[src/rtl/pluto_step_pkg.sv]
// Shared constants, FSM encoding and bus-offset helpers for the step scheduler.
package pluto_step_pkg;

    localparam int DEF_N = 4;   // channels
    localparam int DEF_W = 10;  // integer position bits
    localparam int DEF_F = 11;  // fractional position bits
    localparam int DEF_T = 4;   // step/dir timer bits

    typedef enum logic {
        ST_IDLE    = 1'b0,
        ST_SERVICE = 1'b1
    } state_e;

    // Low bit of channel k's field in a flattened bus of w-bit fields.
    function automatic int fld_lo(input int k, input int w);
        return k * w;
    endfunction

endpackage

[src/rtl/step_sched_if.sv]
// Register-file / pin side of the step scheduler. The register file drives
// through the master modport; the scheduler consumes through slave.
interface step_sched_if
    import pluto_step_pkg::*;
#(
    parameter int N = DEF_N,
    parameter int W = DEF_W,
    parameter int F = DEF_F,
    parameter int T = DEF_T
) ();

    logic               tick;
    logic [N*(F+1)-1:0] vel;
    logic [T-1:0]       dirtime;
    logic [T-1:0]       steptime;
    logic [N*(W+F)-1:0] pos;
    logic [N-1:0]       step;
    logic [N-1:0]       dir;
    logic               busy;
    logic               overrun;

    modport master (
        output tick, vel, dirtime, steptime,
        input  pos, step, dir, busy, overrun
    );

    modport slave (
        input  tick, vel, dirtime, steptime,
        output pos, step, dir, busy, overrun
    );

endinterface

[src/rtl/stepgen_chan_next.sv]
// Next-state logic for one step/dir channel; evaluated once per service slot.
module stepgen_chan_next
    import pluto_step_pkg::*;
#(
    parameter int W = DEF_W,
    parameter int F = DEF_F,
    parameter int T = DEF_T
) (
    input  logic [W+F-1:0] pos_i,
    input  logic           step_i,
    input  logic           dir_i,
    input  logic [T-1:0]   timer_i,
    input  logic [F:0]     vel_i,
    input  logic [T-1:0]   dirtime_i,
    input  logic [T-1:0]   steptime_i,
    output logic [W+F-1:0] pos_o,
    output logic           step_o,
    output logic           dir_o,
    output logic [T-1:0]   timer_o
);

    localparam logic [T-1:0] ONE_T = 1;

    logic [W+F-1:0] pos_sum;

    // Velocity is sign-extended to the full position width; overflow wraps.
    assign pos_sum = pos_i + {{(W-1){vel_i[F]}}, vel_i};

    // Priority: pending timer, end of step pulse, direction change, accumulate.
    always_comb begin
        pos_o   = pos_i;
        step_o  = step_i;
        dir_o   = dir_i;
        timer_o = timer_i;
        if (timer_i != '0) begin
            timer_o = timer_i - ONE_T;
        end else if (step_i) begin
            step_o  = 1'b0;
            timer_o = steptime_i;
        end else if (vel_i[F] != dir_i) begin
            dir_o   = vel_i[F];
            timer_o = dirtime_i;
        end else begin
            pos_o = pos_sum;
            // |vel| <= 2^F, so bit F can flip at most once per service.
            if (pos_sum[F] != pos_i[F]) begin
                step_o  = 1'b1;
                timer_o = steptime_i;
            end
        end
    end

endmodule

[src/rtl/step_sched.sv]
// Time-multiplexed step/dir generator: one shared channel datapath swept
// round-robin over N channels on each tick.
module step_sched
    import pluto_step_pkg::*;
#(
    parameter int N = DEF_N,
    parameter int W = DEF_W,
    parameter int F = DEF_F,
    parameter int T = DEF_T
) (
    input  logic         clk,
    input  logic         reset,
    step_sched_if.slave  bus
);

    localparam int PW = W + F;
    localparam int VW = F + 1;
    localparam int CW = (N > 1) ? $clog2(N) : 1;
    localparam logic [CW-1:0] LAST_CH = CW'(N - 1);
    localparam logic [CW-1:0] ONE_CH  = 1;

    state_e         state_q, state_d;
    logic [CW-1:0]  ch_q, ch_d;
    logic           overrun_q, overrun_d;

    logic [PW-1:0]  pos_q   [N];
    logic           step_q  [N];
    logic           dir_q   [N];
    logic [T-1:0]   timer_q [N];

    logic [VW-1:0]  vel_sel;
    logic [PW-1:0]  pos_nx;
    logic           step_nx;
    logic           dir_nx;
    logic [T-1:0]   timer_nx;

    // Sweep sequencer and sticky overrun flag.
    always_ff @(posedge clk) begin
        if (reset) begin
            state_q   <= ST_IDLE;
            ch_q      <= '0;
            overrun_q <= 1'b0;
        end else begin
            state_q   <= state_d;
            ch_q      <= ch_d;
            overrun_q <= overrun_d;
        end
    end

    // Next state: start a sweep on tick, walk channels, flag ticks lost mid-sweep.
    always_comb begin
        state_d   = state_q;
        ch_d      = ch_q;
        overrun_d = overrun_q;
        case (state_q)
            ST_IDLE: begin
                if (bus.tick) begin
                    state_d = ST_SERVICE;
                    ch_d    = '0;
                end
            end
            ST_SERVICE: begin
                if (bus.tick) overrun_d = 1'b1;
                if (ch_q == LAST_CH) begin
                    state_d = ST_IDLE;
                    ch_d    = '0;
                end else begin
                    ch_d = ch_q + ONE_CH;
                end
            end
            default: begin
                state_d = ST_IDLE;
                ch_d    = '0;
            end
        endcase
    end

    assign vel_sel = bus.vel[fld_lo(int'(ch_q), VW) +: VW];

    stepgen_chan_next #(.W(W), .F(F), .T(T)) u_next (
        .pos_i      (pos_q[ch_q]),
        .step_i     (step_q[ch_q]),
        .dir_i      (dir_q[ch_q]),
        .timer_i    (timer_q[ch_q]),
        .vel_i      (vel_sel),
        .dirtime_i  (bus.dirtime),
        .steptime_i (bus.steptime),
        .pos_o      (pos_nx),
        .step_o     (step_nx),
        .dir_o      (dir_nx),
        .timer_o    (timer_nx)
    );

    // Write the served channel's results back; others hold.
    always_ff @(posedge clk) begin
        if (reset) begin
            for (int k = 0; k < N; k++) begin
                pos_q[k]   <= '0;
                step_q[k]  <= 1'b0;
                dir_q[k]   <= 1'b0;
                timer_q[k] <= '0;
            end
        end else if (state_q == ST_SERVICE) begin
            pos_q[ch_q]   <= pos_nx;
            step_q[ch_q]  <= step_nx;
            dir_q[ch_q]   <= dir_nx;
            timer_q[ch_q] <= timer_nx;
        end
    end

    for (genvar k = 0; k < N; k++) begin : g_out
        assign bus.pos[k*PW +: PW] = pos_q[k];
        assign bus.step[k]         = step_q[k];
        assign bus.dir[k]          = dir_q[k];
    end

    assign bus.busy    = (state_q == ST_SERVICE);
    assign bus.overrun = overrun_q;

endmodule
[src/flat_wrapper.sv]
// flat-port wrapper written by rule: the top's interface ports become plain ports
module step_sched_flat import pluto_step_pkg::*;
#(
    parameter int N = DEF_N,
    parameter int W = DEF_W,
    parameter int F = DEF_F,
    parameter int T = DEF_T
)
  (clk, reset, bus_tick, bus_vel, bus_dirtime, bus_steptime, bus_pos, bus_step, bus_dir, bus_busy, bus_overrun);
  step_sched_if #(.N(N), .W(W), .F(F), .T(T)) bus_i ();
  input  logic clk;
  input  logic reset;
  input wire logic [$bits(bus_i.tick)-1:0] bus_tick;
  input wire logic [$bits(bus_i.vel)-1:0] bus_vel;
  input wire logic [$bits(bus_i.dirtime)-1:0] bus_dirtime;
  input wire logic [$bits(bus_i.steptime)-1:0] bus_steptime;
  output wire logic [$bits(bus_i.pos)-1:0] bus_pos;
  output wire logic [$bits(bus_i.step)-1:0] bus_step;
  output wire logic [$bits(bus_i.dir)-1:0] bus_dir;
  output wire logic [$bits(bus_i.busy)-1:0] bus_busy;
  output wire logic [$bits(bus_i.overrun)-1:0] bus_overrun;
  assign bus_i.tick = bus_tick;
  assign bus_i.vel = bus_vel;
  assign bus_i.dirtime = bus_dirtime;
  assign bus_i.steptime = bus_steptime;
  assign bus_pos = bus_i.pos;
  assign bus_step = bus_i.step;
  assign bus_dir = bus_i.dir;
  assign bus_busy = bus_i.busy;
  assign bus_overrun = bus_i.overrun;
  step_sched #(.N(N), .W(W), .F(F), .T(T)) u_core (.clk(clk), .reset(reset), .bus(bus_i));
endmodule
[config.mk]
export PLATFORM = sky130hd
export DESIGN_NAME = step_sched_flat
export DESIGN_NICKNAME = d
export VERILOG_FILES = /design/src/rtl/pluto_step_pkg.sv /design/src/rtl/step_sched_if.sv /design/src/rtl/stepgen_chan_next.sv /design/src/rtl/step_sched.sv /design/src/flat_wrapper.sv
export SDC_FILE = /design/constraint.sdc
export NUM_CORES = 1
export LEC_CHECK = 0
export CAP_MARGIN = 20
export CORE_UTILIZATION = 50
export CTS_CLUSTER_SIZE = 10
export DETAILED_ROUTE_END_ITERATION = 8
export HOLD_SLACK_MARGIN = 0.06
export PLACE_DENSITY_LB_ADDON = 0.2
export SYNTH_ARGS = -nofsm -noshare
export SYNTH_HDL_FRONTEND = slang
export SYNTH_HIERARCHICAL = 1
export SYNTH_SLANG_ARGS = --single-unit
[constraint.sdc]
create_clock -name clk -period 4.8 [get_ports clk]
set_clock_uncertainty 0.15 [all_clocks]
set_input_delay 0.96 -clock clk [delete_from_list [all_inputs] [get_ports clk]]
set_output_delay 0.96 -clock clk [all_outputs]
set_load 0.03 [all_outputs]
==> metrics.md <==
| Metric | Value |
|---|---|
| Status | `finished, final reports clean` |
| Hold Crit Class | `flop to flop` |
| Final Hold Fails | `0` |
| Distinct cells, synth | `66` |
| Main synth FF type | `edfxtp_1` |
| Largest net degree at the start of global routing | `40` |
| Nets@finish | `807` |
| Delay-heaviest family, CP | `compound AO/OA/AOI/OAI gates` |
| Critical path, cell by cell | `clkdlybuf4s50_1, mux4_2, ha_1, fa_1, a211oi_2, o211ai_1, o21a_2, nand4_4, a31oi_4, a2111o_1, a31oi_1, xor2_1, nand3b_1, nor2_1` |
| RR Startpoint | `u_core/ch_q[0]$_SDFFE_PP0N_` |
| Cts hold-fix bufs | `0` |
| 1st-pass router iterations | `4` |
| Cell-internal power | `2.27 mW` |
| Ant diodes | `0` |
| Die Area | `14,200 um2` |
| Worst Path Buf+Inv | `1` |
| Clock Power Share | `0.363` |
| Setup bufs post-CTS | `0` |
| Mapped Nets | `659` |
| Most common cell after layout, fill and taps aside | `clkdlybuf4s50_1` |
| Core Box Area | `13,300 um2` |
| Crit path time final | `4.33 ns` |
| Share of cells above drive strength 1 | `0.134` |
| Synth-to-Final Area Change | `31.5%` |
| Comb pwr share | `0.269` |
| Headroom to the max-slew limit | `0.349` |
| Most frequent cells in the layout | `152 x clkdlybuf4s50_1, 108 x edfxtp_1, 95 x nor2_1` |
| Die W | `119 um` |
| Syn avg cell area | `11.9 um2` |
| Setup TNS | `0 ns` |
| PwrDens | `359 nW/um2` |
| Worst path max stage delay | `0.48 ns` |
| Max Transition Viols Final | `0` |
| Critical path class | `input pin to flop` |
| Buffers on Ports | `152` |
| Top cell type by total area after synthesis | `edfxtp_1` |
| Number of synthesized register bits | `114` |
| GP Congestion | `0.921` |
| Worst Max-Slew Pin Slew | `0.977 ns` |
| Initial antenna violation count | `0` |
| Post-synth EDFFs | `108` |
| Max-Cap Viols | `0` |
| Slowest CP cell | `mux4_2` |
| Dpl hpwl | `12.6 mm` |
| Total grt overflow | `0` |
| Critical path arrival | `4.45 ns` |
| Hold_sp | `u_core/bus.overrun$_SDFFE_PP0P_` |
| Crit end category | `flop` |
| Leak | `3.44 nW` |
| Peak VDD IR | `234 uV` |
| First-pass GRT wire length | `28.9 mm` |
| Fillers | `1,048` |
| DR WL/cell | `20.4 um` |
| Synth Warn # | `6` |
| Synth async-reset ratio | `0` |
| Worst Path Required | `4.92 ns` |
| DRC viols | `0` |
| TritonCTS clock tree | `yes` |
| Ranking of synthesized cells by area | `edfxtp_1 47%, mux4_2 11%, nor2_1 5.2%, ha_1 4.0%, nand3b_1 2.9%` |
| Die H | `119 um` |
| Starting Density | `0.515` |
| Sequential share of power | `0.368` |
| Max Fanout on Critical Path | `4` |
| Switching Share | `0.300` |
| Startpoint types | `input pin` |
| Cell count after synthesis | `577` |
| RSZ-0062 raised after global routing | `no` |
| I/O pins | `153` |
| Vias per cell | `5.82` |
| Final ANT Viol Nets | `0` |
| Register area share after synthesis | `0.489` |
| Final setup vio count | `0` |
| Period utilisation layout | `0.902` |
| Max frequency | `0.231 GHz` |
| Worst setup path startpoint | `bus_vel[24]` |
| Vias in the first global route | `5,300` |
| NetSw | `974 uW` |
| Final WL | `18.6 mm` |
| Min Hold Slack | `0.325 ns` |
| Top-area cell type share of the netlist area | `0.471` |
| Clock sink count | `114` |
| Clk buf depth | `2` |
| Worst-path clk slew | `0.05 ns` |
| CTS H-tree depth | `4` |
| Resize count post-CTS | `0` |
| Worst skew pair latency | `0.41 ns` |
| Row cnt | `42` |
| Drt first-iter violations | `411` |
| Post-Syn Area | `6880 um2` |
| Total CTS buffers | `17` |
| Root Buffer | `clkbuf_16` |
| Overall global routing resource usage | `0.274` |
| Vias | `5,322` |
cell type report:
cell class	count	area, um2	area share
timing repair buffer	172	1670	0.185
multi-input combinational	384	3110	0.343
sequential	114	3360	0.372
tap	176	220	0.0243
inverter	36	135	0.0149
clock buffer	18	429	0.0474
clock inverter	14	121	0.0134
cell usage after synthesis, types with 6 or more instances:
cell	number
edfxtp_1	108
nor2_1	95
inv_1	36
mux4_2	34
nand2_1	34
nand3b_1	27
ha_1	22
o21ai_0	21
a21oi_1	19
xnor2_1	14
buf_2	13
clkbuf_1	11
nand2b_1	9
nand3_1	9
buf_4	8
buf_6	8
o21ai_1	7
a21o_1	6
dfxtp_1	6
nor3_1	6
path summary, 6_finish.rpt:
| check | endpoint | slack (ns) | cells after the start |
|---|---|---|---|
| max | u_core/pos_q[2][20]$_SDFFCE_PN0P_ | 0.47 | 14 |
| min | u_core/bus.overrun$_SDFFE_PP0P_ | 0.33 | 2 |
| max reg2reg | u_core/pos_q[0][11]$_SDFFCE_PN0P_ | 0.60 | 11 |
| min reg2reg | u_core/bus.overrun$_SDFFE_PP0P_ | 0.33 | 2 |
per-stage QoR:
step                       util  total power [mW]  setup slack, ns  area [um2]  instances
after global routing      0.678              3.38            0.306        9050        914
final                     0.678              3.25            0.471        9050        914
after floorplan               -              1.81            0.862        6880        577
after CTS                 0.678              3.25            0.434        9050        914
after detailed placement  0.637              2.08           0.0734        8500        882
after global placement    0.637              2.07            0.137        8500        882
logic make-up after synthesis:
logic type,share of synthesized area
AND/OR/NAND/NOR,0.150
flip-flops,0.489
AO/OA/AOI/OAI,0.101
buffers and inverters,0.0613
multiplexers,0.132
adder cells (fa/ha/maj),0.0429
XOR/XNOR,0.0242
per-layer routing:
| metal | global-route usage | wire [um] | vias to the layer above |
|---|---|---|---|
| li1 | - | - | 2441 |
| met1 | 0.336 | 7370 | 2620 |
| met2 | 0.467 | 9480 | 233 |
| met3 | 0.0785 | 1430 | 28 |
| met4 | 0.0859 | 329 | 0 |
| met5 | 0 | 0 | - |
state kept, by name (all words and copies together), names as in the netlist, named ones only:
signal	count
u_core/step_q	4
u_core/dir_q	4
u_core/bus.busy	1
u_core/pos_q	84
u_core/timer_q	16
u_core/ch_q	2
u_core/bus.overrun	1
power groups by stage:
stage               Clock (mW)  Combinational [mW]  Sequential [mW]
floorplan                    0               0.522             1.29
global placement             0               0.855             1.21
detailed placement           0               0.862             1.22
CTS                       1.19               0.869             1.20
global route              1.24               0.939             1.20
finish                    1.18               0.873             1.20
worst min-delay path, delay by kind of cell (launching register included):
kind / cells / cell delay [ns]
AOI/OAI and AO/OA: 1 / 0.04
DFF: 1 / 0.33
and+or+nand+nor: 1 / 0.07
Power figures use the tool's default switching activity.
